<file path="src/rtl/spi_ram_burst.sv">
// Command-decoded single-port RAM behind the SPI slave: address/data
// commands with independent write/read pointers, optional burst
// auto-increment, configurable read latency and optional clear after reset.
module spi_ram_burst #(
   parameter int unsigned DATA_W         = 8,
   parameter int unsigned ADDR_W         = 8,
   parameter int unsigned AUTO_INC       = 1,
   parameter int unsigned RD_LAT         = 1,
   parameter int unsigned CLEAR_ON_RESET = 1
) (
   input  logic              clk,
   input  logic              rst,
   input  logic [DATA_W+1:0] din,
   input  logic              rx_valid,
   output logic [DATA_W-1:0] dout,
   output logic              tx_valid,
   output logic              ready,
   output logic              err
);

   localparam int unsigned MEM_DEPTH = 2 ** ADDR_W;

   localparam logic [1:0] CMD_WR_ADDR = 2'd0;
   localparam logic [1:0] CMD_WR_DATA = 2'd1;
   localparam logic [1:0] CMD_RD_ADDR = 2'd2;
   localparam logic [1:0] CMD_RD_DATA = 2'd3;

   typedef enum logic {ST_CLEAR, ST_RUN} state_t;

   localparam state_t ST_RST = (CLEAR_ON_RESET != 0) ? ST_CLEAR : ST_RUN;

   state_t            state, state_nxt;
   logic [ADDR_W-1:0] clr_cnt, clr_cnt_nxt;
   logic [ADDR_W-1:0] wr_ptr, wr_ptr_nxt;
   logic [ADDR_W-1:0] rd_ptr, rd_ptr_nxt;

   logic [1:0]        cmd_c;
   logic [DATA_W-1:0] payload_c;
   logic              mem_we_c;
   logic [ADDR_W-1:0] mem_addr_c;
   logic [DATA_W-1:0] mem_wdata_c;
   logic              rd_issue_c;

   logic [DATA_W-1:0] mem [MEM_DEPTH];

   logic              s1_v;
   logic [DATA_W-1:0] s1_d;
   logic              last_v_c;
   logic [DATA_W-1:0] last_d_c;

   assign cmd_c     = din[DATA_W+1:DATA_W];
   assign payload_c = din[DATA_W-1:0];

   // State, pointers and handshake registers
   always_ff @(posedge clk or posedge rst) begin
      if (rst) begin
         state   <= ST_RST;
         clr_cnt <= '0;
         wr_ptr  <= '0;
         rd_ptr  <= '0;
         ready   <= 1'(CLEAR_ON_RESET == 0);
         err     <= 1'b0;
      end else begin
         state   <= state_nxt;
         clr_cnt <= clr_cnt_nxt;
         wr_ptr  <= wr_ptr_nxt;
         rd_ptr  <= rd_ptr_nxt;
         ready   <= (state_nxt == ST_RUN);
         err     <= rx_valid && !ready;
      end
   end

   // Next state: sweep the clear counter, or decode an accepted command
   always_comb begin
      state_nxt   = state;
      clr_cnt_nxt = clr_cnt;
      wr_ptr_nxt  = wr_ptr;
      rd_ptr_nxt  = rd_ptr;
      mem_we_c    = 1'b0;
      mem_addr_c  = wr_ptr;
      mem_wdata_c = payload_c;
      rd_issue_c  = 1'b0;
      case (state)
         ST_CLEAR: begin
            mem_we_c    = 1'b1;
            mem_addr_c  = clr_cnt;
            mem_wdata_c = '0;
            clr_cnt_nxt = ADDR_W'(clr_cnt + 1'b1);
            if (clr_cnt == ADDR_W'(MEM_DEPTH - 1)) state_nxt = ST_RUN;
         end
         ST_RUN: begin
            if (rx_valid && ready) begin
               case (cmd_c)
                  CMD_WR_ADDR: wr_ptr_nxt = payload_c[ADDR_W-1:0];
                  CMD_WR_DATA: begin
                     mem_we_c = 1'b1;
                     if (AUTO_INC != 0) wr_ptr_nxt = ADDR_W'(wr_ptr + 1'b1);
                  end
                  CMD_RD_ADDR: rd_ptr_nxt = payload_c[ADDR_W-1:0];
                  CMD_RD_DATA: begin
                     rd_issue_c = 1'b1;
                     if (AUTO_INC != 0) rd_ptr_nxt = ADDR_W'(rd_ptr + 1'b1);
                  end
               endcase
            end
         end
      endcase
      // Memory must not change while reset is held, whatever the inputs do
      if (rst) mem_we_c = 1'b0;
   end

   // Memory array (no reset; contents survive rst)
   always_ff @(posedge clk) begin
      if (mem_we_c) mem[mem_addr_c] <= mem_wdata_c;
   end

   // First read stage: capture the addressed word when a read issues
   always_ff @(posedge clk or posedge rst) begin
      if (rst) begin
         s1_v <= 1'b0;
         s1_d <= '0;
      end else begin
         s1_v <= rd_issue_c;
         s1_d <= mem[rd_ptr];
      end
   end

   generate
      if (RD_LAT == 2) begin : g_lat2
         logic              s2_v;
         logic [DATA_W-1:0] s2_d;

         // Extra read stage for two-cycle latency
         always_ff @(posedge clk or posedge rst) begin
            if (rst) begin
               s2_v <= 1'b0;
               s2_d <= '0;
            end else begin
               s2_v <= s1_v;
               s2_d <= s1_d;
            end
         end

         assign last_v_c = s2_v;
         assign last_d_c = s2_d;
      end else begin : g_lat1
         assign last_v_c = s1_v;
         assign last_d_c = s1_d;
      end
   endgenerate

   // Output register: dout holds its last value between reads
   always_ff @(posedge clk or posedge rst) begin
      if (rst) begin
         dout     <= '0;
         tx_valid <= 1'b0;
      end else begin
         tx_valid <= last_v_c;
         if (last_v_c) dout <= last_d_c;
      end
   end

endmodule

</file>
<file path="config.mk">
export PLATFORM = sky130hd
export DESIGN_NAME = spi_ram_burst
export DESIGN_NICKNAME = d
export VERILOG_FILES = /design/src/rtl/spi_ram_burst.sv
export SDC_FILE = /design/constraint.sdc
export NUM_CORES = 2
export LEC_CHECK = 0
export CORE_ASPECT_RATIO = 1.75
export CORE_MARGIN = 1
export CORE_UTILIZATION = 33
export CTS_BUF_LIST = sky130_fd_sc_hd__clkbuf_4
export CTS_CLUSTER_DIAMETER = 50
export DETAILED_ROUTE_END_ITERATION = 16
export GPL_TIMING_DRIVEN = 0
export SYNTH_ARGS = -nofsm -noshare
export SYNTH_HDL_FRONTEND = slang
export SYNTH_SLANG_ARGS = --single-unit
</file>
<file path="constraint.sdc">
create_clock -name clk -period 7.6 [get_ports clk]
set_clock_uncertainty 0.15 [all_clocks]
set_input_delay 0.76 -clock clk [delete_from_list [all_inputs] [get_ports clk]]
set_output_delay 0.76 -clock clk [all_outputs]
set_load 0.01 [all_outputs]
</file>
==> impl_results.md <==
- Mean Syn Cell Area: 20.3 um2
- Largest net degree at the start of global routing: 95
- Hold-critical path depth: 1
- CP Launch Point: rd_ptr[1]
- Post-layout minimum cycle time: 6.21 ns
- Slew @ Worst Pin: 1.61 ns
- GRT Residual Overflow: 0
- Initial antenna violation count: 23
- Residual DRC: 0
- Routed vias/inst: 5.81
- CTS Sinks: 2092
- First-pass GRT wire length: 425 mm
- H-Tree Level Count: 5
- Number of flops mapped to enable cells by yosys: 2048
- Syn-to-layout area delta: 13.2%
- RR Startpoint: rd_ptr[1]
- Synth area leader: edfxtp_1
- Cells after synthesis: 4064
- Fillers: 22.9k
- Post-synth top area share: 0.746
- Final-report max-slew violation count: 55
- Async set or reset register ratio after synthesis: 0.0210
- Syn_nets: 4080
- Initial core utilization: 0.332
- Slowest stage delay, CP: 0.80 ns
- Setup TNS Final: 0 ns
- RR Endpoint: last_d_c[3]
- I/O pins: 24
- Row count: 242
- Crit end category: flip-flop
- Fin crit share: 0.817
- 1st-iter DRT viols: 6479
- Dominant cells by area after synthesis: edfxtp_1 75%, mux4_2 11%, mux2i_1 2.2%
- Status: finished with violations
- Unique cell type count in the Yosys netlist: 71
- I/O Buffers: 23
- DP Worst Slack: 1.16 ns
- Register area share after synthesis: 0.759
- Initial DRT Pass Iterations: 8
- CP max stage cell: buf_2
- Critical path startpoint category: flip-flop
- Die Y: 663 um
- Die ar.: 252000 um2
- Peak VDD IR: 0.123 mV
- Placed Cells: 7422
- Final #Nets: 4587
- DR WL/cell: 39.7 um
- Worst Path Required: 8.60 ns
- Warnings from Yosys: 0
- Fin util: 0.376
- Top FF cell, synth: edfxtp_1
- DRT Wirelength: 326 mm
- Root Driver: clkbuf_4
- # Max-Cap Violations: 8
- Core box area: 248000 um2
- Leakage Power: 23.0 nW
- Cell family with most CP delay: buffers and inverters
- Inserted Clock Buffers: 439
- GRT Total Usage: 0.254
- CTS tree: yes
- Via count: 47.8k
- FMAX: 0.161 GHz
- Share of layout cells above drive strength 1: 0.278
- Final setup vio count: 0
- Arrival time worst endpoint: 7.21 ns
- DP Wirelength: 224 mm
- CP dominant cell by count: buf_2
- ANT nets after route: 0
- Cell area after synthesis: 82400 um2
- WP buf/inv: 5
- Failing checks: max-capacitance violations, max-slew violations
- Relative slew slack: -0.0992
- Die X: 380 um
- Final Worst Setup Slack: 1.39 ns
- Min-delay src: last_d_c[5]
- Final RePlAce weighted congestion: 1.01
- Clk slew on worst S/H paths: 0.08 ns
- Finished Layout Cells: 8213
- Hold Crit Class: flip-flop to flip-flop
- Clock buffer depth: 4
- Power Density: 224 nW/um2
- Power after layout: 20.9 mW
- RSZ-0062 raised after global routing: no
- Worst Reg-to-Reg Cells: 10
- Clock Latency Late Sink: 1.25 ns
- Final Hold Fails: 0
- Crit-path cells: buf_2 > buf_2 > buf_2 > buf_2 > buf_2 > nor2_1 > a22oi_1 > o211ai_1 > o221ai_1 > o31ai_1
- WS Path Type: flip-flop to flip-flop
- Synth Register Bits: 2092
- Post-CTS Setup Bufs: 0
- WHS Endpoint: dout[5]
- Reg-to-reg slack, setup: 1.39 ns
- Crit Path Max Fanout: 10
- Vias in the first global route: 47.3k
## area by class of cell
| cell class | count | area [um2] | area share |
|---|---|---|---|
| flip-flops and latches | 2092 | 62600 | 0.671 |
| multi-input cells | 1697 | 18200 | 0.194 |
| clock buffers | 610 | 4580 | 0.0491 |
| well taps | 3294 | 4120 | 0.0441 |
| plain buffers | 254 | 1790 | 0.0192 |
| repair buffers | 66 | 1130 | 0.0121 |
| clock inverters | 155 | 848 | 0.00909 |
| inverters | 21 | 78.8 | 0.000844 |
| diodes | 24 | 60.1 | 0.000643 |
## layer usage
metal / wire length, um / GRT usage
met5: 54 / 0
met4: 37500 / 0.248
met3: 29800 / 0.0606
met2: 162000 / 0.432
met1: 97100 / 0.252
## timing repair
| item | CTS | global route |
|---|---|---|
| endpoints found under the hold margin | 20 | 0 |
| gates resized for setup | 0 | 0 |
| hold buffers | 2 | 0 |
## synth_stat cells, types with 14 or more instances
cell type  number
mux2_2         40
edfxtp_1     2048
dfrtp_1        44
o31ai_1        23
a21oi_1        73
buf_8          14
mux4_2        396
mux2i_1       181
a221o_1        30
nor3_1         27
clkbuf_1      106
mux4_1         39
nand2_1       110
buf_6          35
nand3_1        39
o32ai_1        17
inv_1          20
a221oi_1       41
and2_1         17
o22ai_1        67
nor2_1        334
a22oi_1        19
buf_2          71
o21ai_0        74
buf_12         17
a211oi_1       16
a22o_1         15
## cells by family (layout without fill, tap and decap cells)
group,count (synthesis),in the layout,synth area share
adder cells (fa/ha/maj),3,3,0.000455
flip-flops,2092,2092,0.759
multiplexers,656,656,0.148
AO/OA/AOI/OAI,460,460,0.0401
XOR/XNOR,7,7,0.000744
buffers and inverters,275,1106,0.0222
AND/OR/NAND/NOR,571,571,0.0292
other,0,24,0
## through the flow
step                area (um2)  hold WS (ns)
global route             93300         0.347
floorplan                82400         0.202
global placement         86800         0.310
CTS                      93300         0.219
detailed placement       87800         0.314
finish                   93400         0.328
## worst max-delay path by stage
stage	cells after the start	to	slack, ns
finish	10	last_d_c[3]	1.39
global route	10	last_d_c[5]	1.71
CTS	9	last_d_c[2]	1.86
detailed placement	8	mem[46][2]	1.16
global placement	5	mem[72][5]	-3.54
floorplan	5	mem[0][0]	2.01
## placed cells by master (no fill, tap or decap), types with 40 or more instances in the layout
master	netlist	layout
a21oi_1	73	73
clkinv_1	1	107
mux2_2	40	40
o22ai_1	67	67
dfrtp_1	44	44
clkbuf_4	0	610
buf_2	71	74
clkbuf_1	106	76
nor2_1	334	329
nand2_1	110	110
a221oi_1	41	41
o21ai_0	74	73
mux4_2	396	396
mux2i_1	181	181
edfxtp_1	2048	2048
## flip-flops by register name, summed over array words and instances (netlist names)
signal,count
clr_cnt,8
rd_ptr,8
state,1
last_d_c,8
tx_valid,1
err,1
last_v_c,1
dout,8
wr_ptr,8
mem,2048
## worst register-to-register path: cells and delay by family, from the launching register on
kind | cells | cell delay, ns
AOI/OAI and AO/OA | 4 | 1.62
DFF | 1 | 0.37
buffers and inverters | 5 | 3.34
and+or+nand+nor | 1 | 0.55
## power breakdown
group,switching (mW),internal (mW),leakage (nW)
clock network,4.49,3.95,3.23
registers,0.0000986,12.5,14.7
logic,0.0363,0.0111,5.11
total,4.53,16.4,23.0
Note: power is estimated with default switching activity, not from simulation.
